<file path="src/rtl/demux_tdm_1a4_pkg.sv">
// demux_tdm_1a4_pkg
//   Shared definitions for the four-slot TDM demultiplexer: the FSM state
//   encoding, the number of slots per frame and the width of the slot index.
//   No ports; imported by demux_tdm_1a4 and slot_counter.
package demux_tdm_1a4_pkg;

  typedef enum logic {
    IDLE = 1'b0,
    RECV = 1'b1
  } state_e;

  localparam int NUM_SLOTS = 4;
  localparam int SLOT_W    = 2;

endpackage

</file>
<file path="src/rtl/demux_tdm_1a4_slot_counter.sv">
// slot_counter
//   Index of the next expected slot in a TDM frame. It mirrors the select
//   input of the multiplexer on the sending side.
//   Ports:
//     clk      - clock, rising edge
//     rst_n    - synchronous active-low reset, clears the index to 0
//     load_one - a start-of-frame beat was taken as slot 0, so slot 1 is next
//     advance  - a non-sof beat was taken, step to the next slot
//     slot     - current slot index
module slot_counter
  import demux_tdm_1a4_pkg::*;
(
  input  logic              clk,
  input  logic              rst_n,
  input  logic              load_one,
  input  logic              advance,
  output logic [SLOT_W-1:0] slot
);

  logic [SLOT_W-1:0] slot_d;
  logic [SLOT_W-1:0] slot_q;

  // The final slot wraps explicitly so the counter is correct even if
  // NUM_SLOTS is not a power of two. A sof beat takes priority over a step.
  always_comb begin
    slot_d = slot_q;
    if (load_one) begin
      slot_d = SLOT_W'(1);
    end else if (advance) begin
      if (slot_q == SLOT_W'(NUM_SLOTS - 1)) begin
        slot_d = '0;
      end else begin
        slot_d = slot_q + SLOT_W'(1);
      end
    end
  end

  always_ff @(posedge clk) begin
    if (!rst_n) begin
      slot_q <= '0;
    end else begin
      slot_q <= slot_d;
    end
  end

  assign slot = slot_q;

endmodule

</file>
<file path="src/rtl/demux_tdm_1a4.sv">
// demux_tdm_1a4
//   Splits a time-multiplexed stream of four slots per frame onto four
//   registered channel outputs. Slots 0..2 are collected in shadow
//   registers; on the slot-3 beat all four channels load together, so a
//   partial or aborted frame never reaches the outputs.
//   Parameter:
//     WIDTH       - data width of din and A..D
//   Ports:
//     clk         - clock, rising edge
//     rst_n       - synchronous active-low reset
//     din         - multiplexed data
//     din_valid   - din carries a slot this cycle
//     sof         - marks slot 0 (only meaningful with din_valid)
//     A, B, C, D  - channel outputs for slots 0..3
//     frame_valid - one-cycle pulse when A..D update
//     frame_err   - one-cycle pulse when a frame is aborted by an early sof
//     slot        - next expected slot index
//     frame_cnt   - 8-bit count of completed frames, wrapping
//                   (present only when DEMUX_FRAME_COUNT_EN is defined)
module demux_tdm_1a4
  import demux_tdm_1a4_pkg::*;
#(
  parameter int WIDTH = 3
) (
  input  logic              clk,
  input  logic              rst_n,
  input  logic [WIDTH-1:0]  din,
  input  logic              din_valid,
  input  logic              sof,
  output logic [WIDTH-1:0]  A,
  output logic [WIDTH-1:0]  B,
  output logic [WIDTH-1:0]  C,
  output logic [WIDTH-1:0]  D,
  output logic              frame_valid,
  output logic              frame_err,
  output logic [SLOT_W-1:0] slot
`ifdef DEMUX_FRAME_COUNT_EN
  ,
  output logic [7:0]        frame_cnt
`endif
);

  state_e state_d, state_q;

  // Slot 3 comes straight from din, so only slots 0..2 need shadowing.
  logic [NUM_SLOTS-2:0][WIDTH-1:0] shadow_d, shadow_q;
  logic [WIDTH-1:0] a_d, a_q, b_d, b_q, c_d, c_q, d_d, d_q;
  logic frame_valid_d, frame_valid_q;
  logic frame_err_d, frame_err_q;
  logic slot_load_one;
  logic slot_advance;

  slot_counter u_slot_counter (
    .clk      (clk),
    .rst_n    (rst_n),
    .load_one (slot_load_one),
    .advance  (slot_advance),
    .slot     (slot)
  );

  // Next-state logic. Cycles without din_valid keep every register and only
  // let the pulses fall back to 0. In RECV the slot index is always 1..3,
  // so a sof there always aborts a partial frame and restarts at slot 0.
  always_comb begin
    state_d       = state_q;
    shadow_d      = shadow_q;
    a_d           = a_q;
    b_d           = b_q;
    c_d           = c_q;
    d_d           = d_q;
    frame_valid_d = 1'b0;
    frame_err_d   = 1'b0;
    slot_load_one = 1'b0;
    slot_advance  = 1'b0;

    if (din_valid) begin
      case (state_q)
        IDLE: begin
          if (sof) begin
            shadow_d[0]   = din;
            slot_load_one = 1'b1;
            state_d       = RECV;
          end
        end
        RECV: begin
          if (sof) begin
            frame_err_d   = 1'b1;
            shadow_d[0]   = din;
            slot_load_one = 1'b1;
          end else if (slot == SLOT_W'(NUM_SLOTS - 1)) begin
            a_d           = shadow_q[0];
            b_d           = shadow_q[1];
            c_d           = shadow_q[2];
            d_d           = din;
            frame_valid_d = 1'b1;
            slot_advance  = 1'b1;
            state_d       = IDLE;
          end else begin
            case (slot)
              SLOT_W'(1): shadow_d[1] = din;
              SLOT_W'(2): shadow_d[2] = din;
              default:    shadow_d[0] = din;
            endcase
            slot_advance = 1'b1;
          end
        end
        default: begin
          state_d = IDLE;
        end
      endcase
    end
  end

  always_ff @(posedge clk) begin
    if (!rst_n) begin
      state_q       <= IDLE;
      shadow_q      <= '0;
      a_q           <= '0;
      b_q           <= '0;
      c_q           <= '0;
      d_q           <= '0;
      frame_valid_q <= 1'b0;
      frame_err_q   <= 1'b0;
    end else begin
      state_q       <= state_d;
      shadow_q      <= shadow_d;
      a_q           <= a_d;
      b_q           <= b_d;
      c_q           <= c_d;
      d_q           <= d_d;
      frame_valid_q <= frame_valid_d;
      frame_err_q   <= frame_err_d;
    end
  end

  assign A           = a_q;
  assign B           = b_q;
  assign C           = c_q;
  assign D           = d_q;
  assign frame_valid = frame_valid_q;
  assign frame_err   = frame_err_q;

`ifdef DEMUX_FRAME_COUNT_EN
  logic [7:0] frame_cnt_d, frame_cnt_q;

  // Counts in step with the frame_valid pulse so both appear together;
  // 8-bit arithmetic gives the wrap from 255 to 0.
  always_comb begin
    frame_cnt_d = frame_cnt_q;
    if (frame_valid_d) begin
      frame_cnt_d = frame_cnt_q + 8'd1;
    end
  end

  always_ff @(posedge clk) begin
    if (!rst_n) begin
      frame_cnt_q <= '0;
    end else begin
      frame_cnt_q <= frame_cnt_d;
    end
  end

  assign frame_cnt = frame_cnt_q;
`endif

endmodule

</file>
<file path="config.mk">
export PLATFORM = sky130hd
export DESIGN_NAME = demux_tdm_1a4
export DESIGN_NICKNAME = d
export VERILOG_FILES = /design/src/rtl/demux_tdm_1a4_pkg.sv /design/src/rtl/demux_tdm_1a4_slot_counter.sv /design/src/rtl/demux_tdm_1a4.sv
export SDC_FILE = /design/constraint.sdc
export NUM_CORES = 1
export LEC_CHECK = 0
export ABC_AREA = 1
export CAP_MARGIN = 5
export CORE_MARGIN = 1
export CORE_UTILIZATION = 48
export DETAILED_ROUTE_END_ITERATION = 10
export PLACE_DENSITY = 0.76
export SLEW_MARGIN = 20
export SYNTH_ARGS = -nofsm -noshare
export SYNTH_HDL_FRONTEND = slang
export SYNTH_HIERARCHICAL = 1
export SYNTH_SLANG_ARGS = --single-unit
</file>
<file path="constraint.sdc">
create_clock -name clk -period 1.4 [get_ports clk]
set_input_delay 0.21 -clock clk [delete_from_list [all_inputs] [get_ports clk]]
set_output_delay 0.21 -clock clk [all_outputs]
set_load 0.03 [all_outputs]
</file>
==> results.md <==
- Vias in the first global route: 876
- Die Height: 49.3 um
- Tmin final: 1.34 ns
- R2r endpoint: shadow_q[0]$_SDFFE_PN0P_
- Fin. Hold Viols: 0
- GR Overflow Total: 0
- Pwr Total: 1400 uW
- Main synth FF type: dfxtp_1
- Critical path depth: 1
- Top cell type's share of synthesized area: between 40% and 50%
- CTS max path bufs: 2
- Ys async rst share: 0%
- CTS Hold Buffers Added: 0
- Synthesis-to-layout area growth: 28.7%
- Root Buffer: clkbuf_4
- Initial Util: 53.0%
- DR top layer: met4
- Unrepaired setup endpoints after global routing: true
- Hold wc startpoint: shadow_q[7]$_SDFFE_PN0P_
- 1st-iter DRT viols: 9
- Yosys warns: 6
- Drt pass-1 iters: 4
- Outcome: finished, final reports clean
- Syn_nets: roughly 150
- R2R depth: 6
- Filler cells: 199
- CTS clock-pin slew for the worst setup and hold paths: roughly 0.14 ns
- Clk_skew: 0.00438 ns
- Met3 Wirelength: 92 um
- Nets: approximately 180
- Post-Syn Area per Cell: 7.66 um2
- Combinational share of power: between 8 and 9%
- Worst-Margin Slew: 0.311 ns
- Total routing usage reported by global routing: 18.9%
- Top Ports: 23
- Setup violations, final: 0
- Reg2reg setup slack: 0.12 ns
- Clock Latency Late Sink: 0.32 ns
- CP Class: reg -> out
- Final worst-path cycle share: 95.8%
- Row count: 16
- Mapped Area: 1070 um2
- LEAKAGE: 0.000652 uW
- Final HPWL DP: 1610 um
- Peak supply drop: 0.000825 V
- Antenna Cells: 0
- Clock sinks: 26
- Part of the power in registers: 54.7%
- Largest cells by area after synthesis: dfxtp_1 (49%), nor2_1 (12%), nand2_1 (6.3%), inv_1 (5.3%), a21oi_1 (4.7%)
- DIE WIDTH: 49.3 um
- Post-route ant nets: 0
- Crit path max-delay cell type: dfxtp_4
- CP arrival: 1.13 ns
- Post-synth EDFFs: 0
- Seq/Total Area, Yosys: 48.5%
- Worst hold path depth: 2
- Switching pwr: 304 uW
- DRC violations left: 0
- Largest net degree at the start of global routing: 17
- Hold Crit Class: reg -> reg
- Avg WL per Cell: 10.8 um
- CP Capture Type: primary output
- Most instantiated cells after synthesis: nor2_1 (33), dfxtp_1 (26), nand2_1 (18), inv_1 (15), a21oi_1 (10)
- Int Power: 1100 uW
- CP Max Fanout: 7
- CP Buf/Inv Count: 1
- Initial antenna violation count: 0
- Worst Hold End: shadow_q[7]$_SDFFE_PN0P_
- Final core occ: 68.3%
- DR vias: 939
- Layout cells sized above 1: a little under a tenth
- Slew Viols, Final: 0
- Total CTS buffers: 3
- Gpl congestion: 0.785
- Vias per cell: 4.87
- Fmax: 0.746 GHz
- Worst R2R Start: u_slot_counter/slot[0]$_SDFFE_PN0P_
- Cell area power density: 1010 nW/um2
- Total Die Area: 2430 um2
- IO buf count: 22
- Core box area: 2020 um2
- FF+latch count, synth: 26
- H-Tree Level Count: 1
- Crit path launch type: register
- Largest area contributor in the netlist: dfxtp_1
- Required @ worst endpoint: 1.19 ns
- Syn Inst Count: 140
- CP delay by family, top: flip-flops
- Post-synth cell types: 18
- Count leader, synth: nor2_1
- Routed WL: between 2000 and 2500 um
- Clock share of power: 36.5%
- M1 WL: between 900 and 1000 um
- Switching portion of total power: between 20% and 30%
- First-pass GRT wire length: between 3000 and 4000 um
- Max-Cap Viols: 0
- Critical path's largest stage delay: 0.41 ns
- Met2 Routed Length: 1020 um
- CTS tree: built
- Cell Chain, Critical Path: dlygate4sd2_1
- Max-slew headroom: 79.3%
## state kept, by name, indices dropped and copies added (netlist names)
name / count
D: 3
state_q: 1
frame_err: 1
u_slot_counter/slot: 2
shadow_q: 9
B: 3
C: 3
frame_valid: 1
A: 3
## worst max-delay path by stage
stage                                             start                       end  slack, ns
floorplan           u_slot_counter/slot[0]$_SDFFE_PN0P_  shadow_q[0]$_SDFFE_PN0P_       0.10
global placement                                    sof         A[0]$_SDFFE_PN0P_      -0.08
detailed placement                                  sof         B[2]$_SDFFE_PN0P_       -0.1
CTS                 u_slot_counter/slot[0]$_SDFFE_PN0P_                   slot[0]       0.02
global route        u_slot_counter/slot[0]$_SDFFE_PN0P_  shadow_q[1]$_SDFFE_PN0P_     -0.002
finish              u_slot_counter/slot[0]$_SDFFE_PN0P_                   slot[0]       0.06
## layout make-up
cell class	instances	area, um2	share of cell area (%)
clock buffers	3	22.5	1.63
clock inverters	1	30.0	2.18
inverters	16	61.3	4.44
multi-input cells	95	472	34.2
flip-flops and latches	26	526	38.1
well taps	27	33.8	2.45
repair buffers	25	235	17.0
## through the flow
step,setup slack [ns],hold WS (ns),cell area (um2),TNS [ns],instances
detailed placement,-0.0980,0.459,1340,-1.70,189
finish,0.0590,0.474,1380,0,193
CTS,0.0237,0.479,1370,0,193
global route,-0.00224,0.498,1380,-0.00224,193
global placement,-0.0764,0.455,1340,-1.06,189
floorplan,0.102,0.315,1070,0,140
## cells by family after synthesis
| group | share of synthesized area [%] |
|---|---|
| AND/OR/NAND/NOR | 27.9 |
| adder cells (fa/ha/maj) | 4.67 |
| flip-flops | 48.5 |
| AO/OA/AOI/OAI | 10.7 |
| buffers and inverters | 8.17 |
## routing by layer
| layer | track usage [%] | vias to the layer above |
|---|---|---|
| met3 | 5.92 | 3 |
| met2 | 32.6 | 20 |
| met4 | 4.90 | 0 |
| met1 | 22.4 | 414 |
| met5 | 0 | - |
| li1 | - | 502 |
## what timing repair did
item,CTS,global route
pin swaps,0,0
setup buffers,0,0
resized for setup,16,3
setup endpoints to repair,16,8
## cells in the final DEF, fill, tap and decap left out, drive strengths merged, types with 4 or more instances in the layout
| cell type | netlist | final |
|---|---|---|
| nor2 | 35 | 35 |
| clkdlybuf4s50 | 0 | 6 |
| inv | 15 | 15 |
| o21ai | 13 | 13 |
| dlygate4sd2 | 0 | 16 |
| ha | 4 | 4 |
| nand4 | 6 | 6 |
| nand2 | 20 | 20 |
| a21oi | 10 | 10 |
| dfxtp | 26 | 26 |
| nand3 | 6 | 6 |
## power by group through the flow
stage | sequential [uW] | clock [uW] | combinational, uW
2_1_floorplan | 786 | 0 | 62.9
3_3_place_gp | 782 | 0 | 121
3_5_place_dp | 782 | 0 | 125
4_1_cts | 766 | 521 | 124
5_1_grt | 768 | 557 | 139
6_report | 765 | 511 | 124
Power figures use the tool's default switching activity.
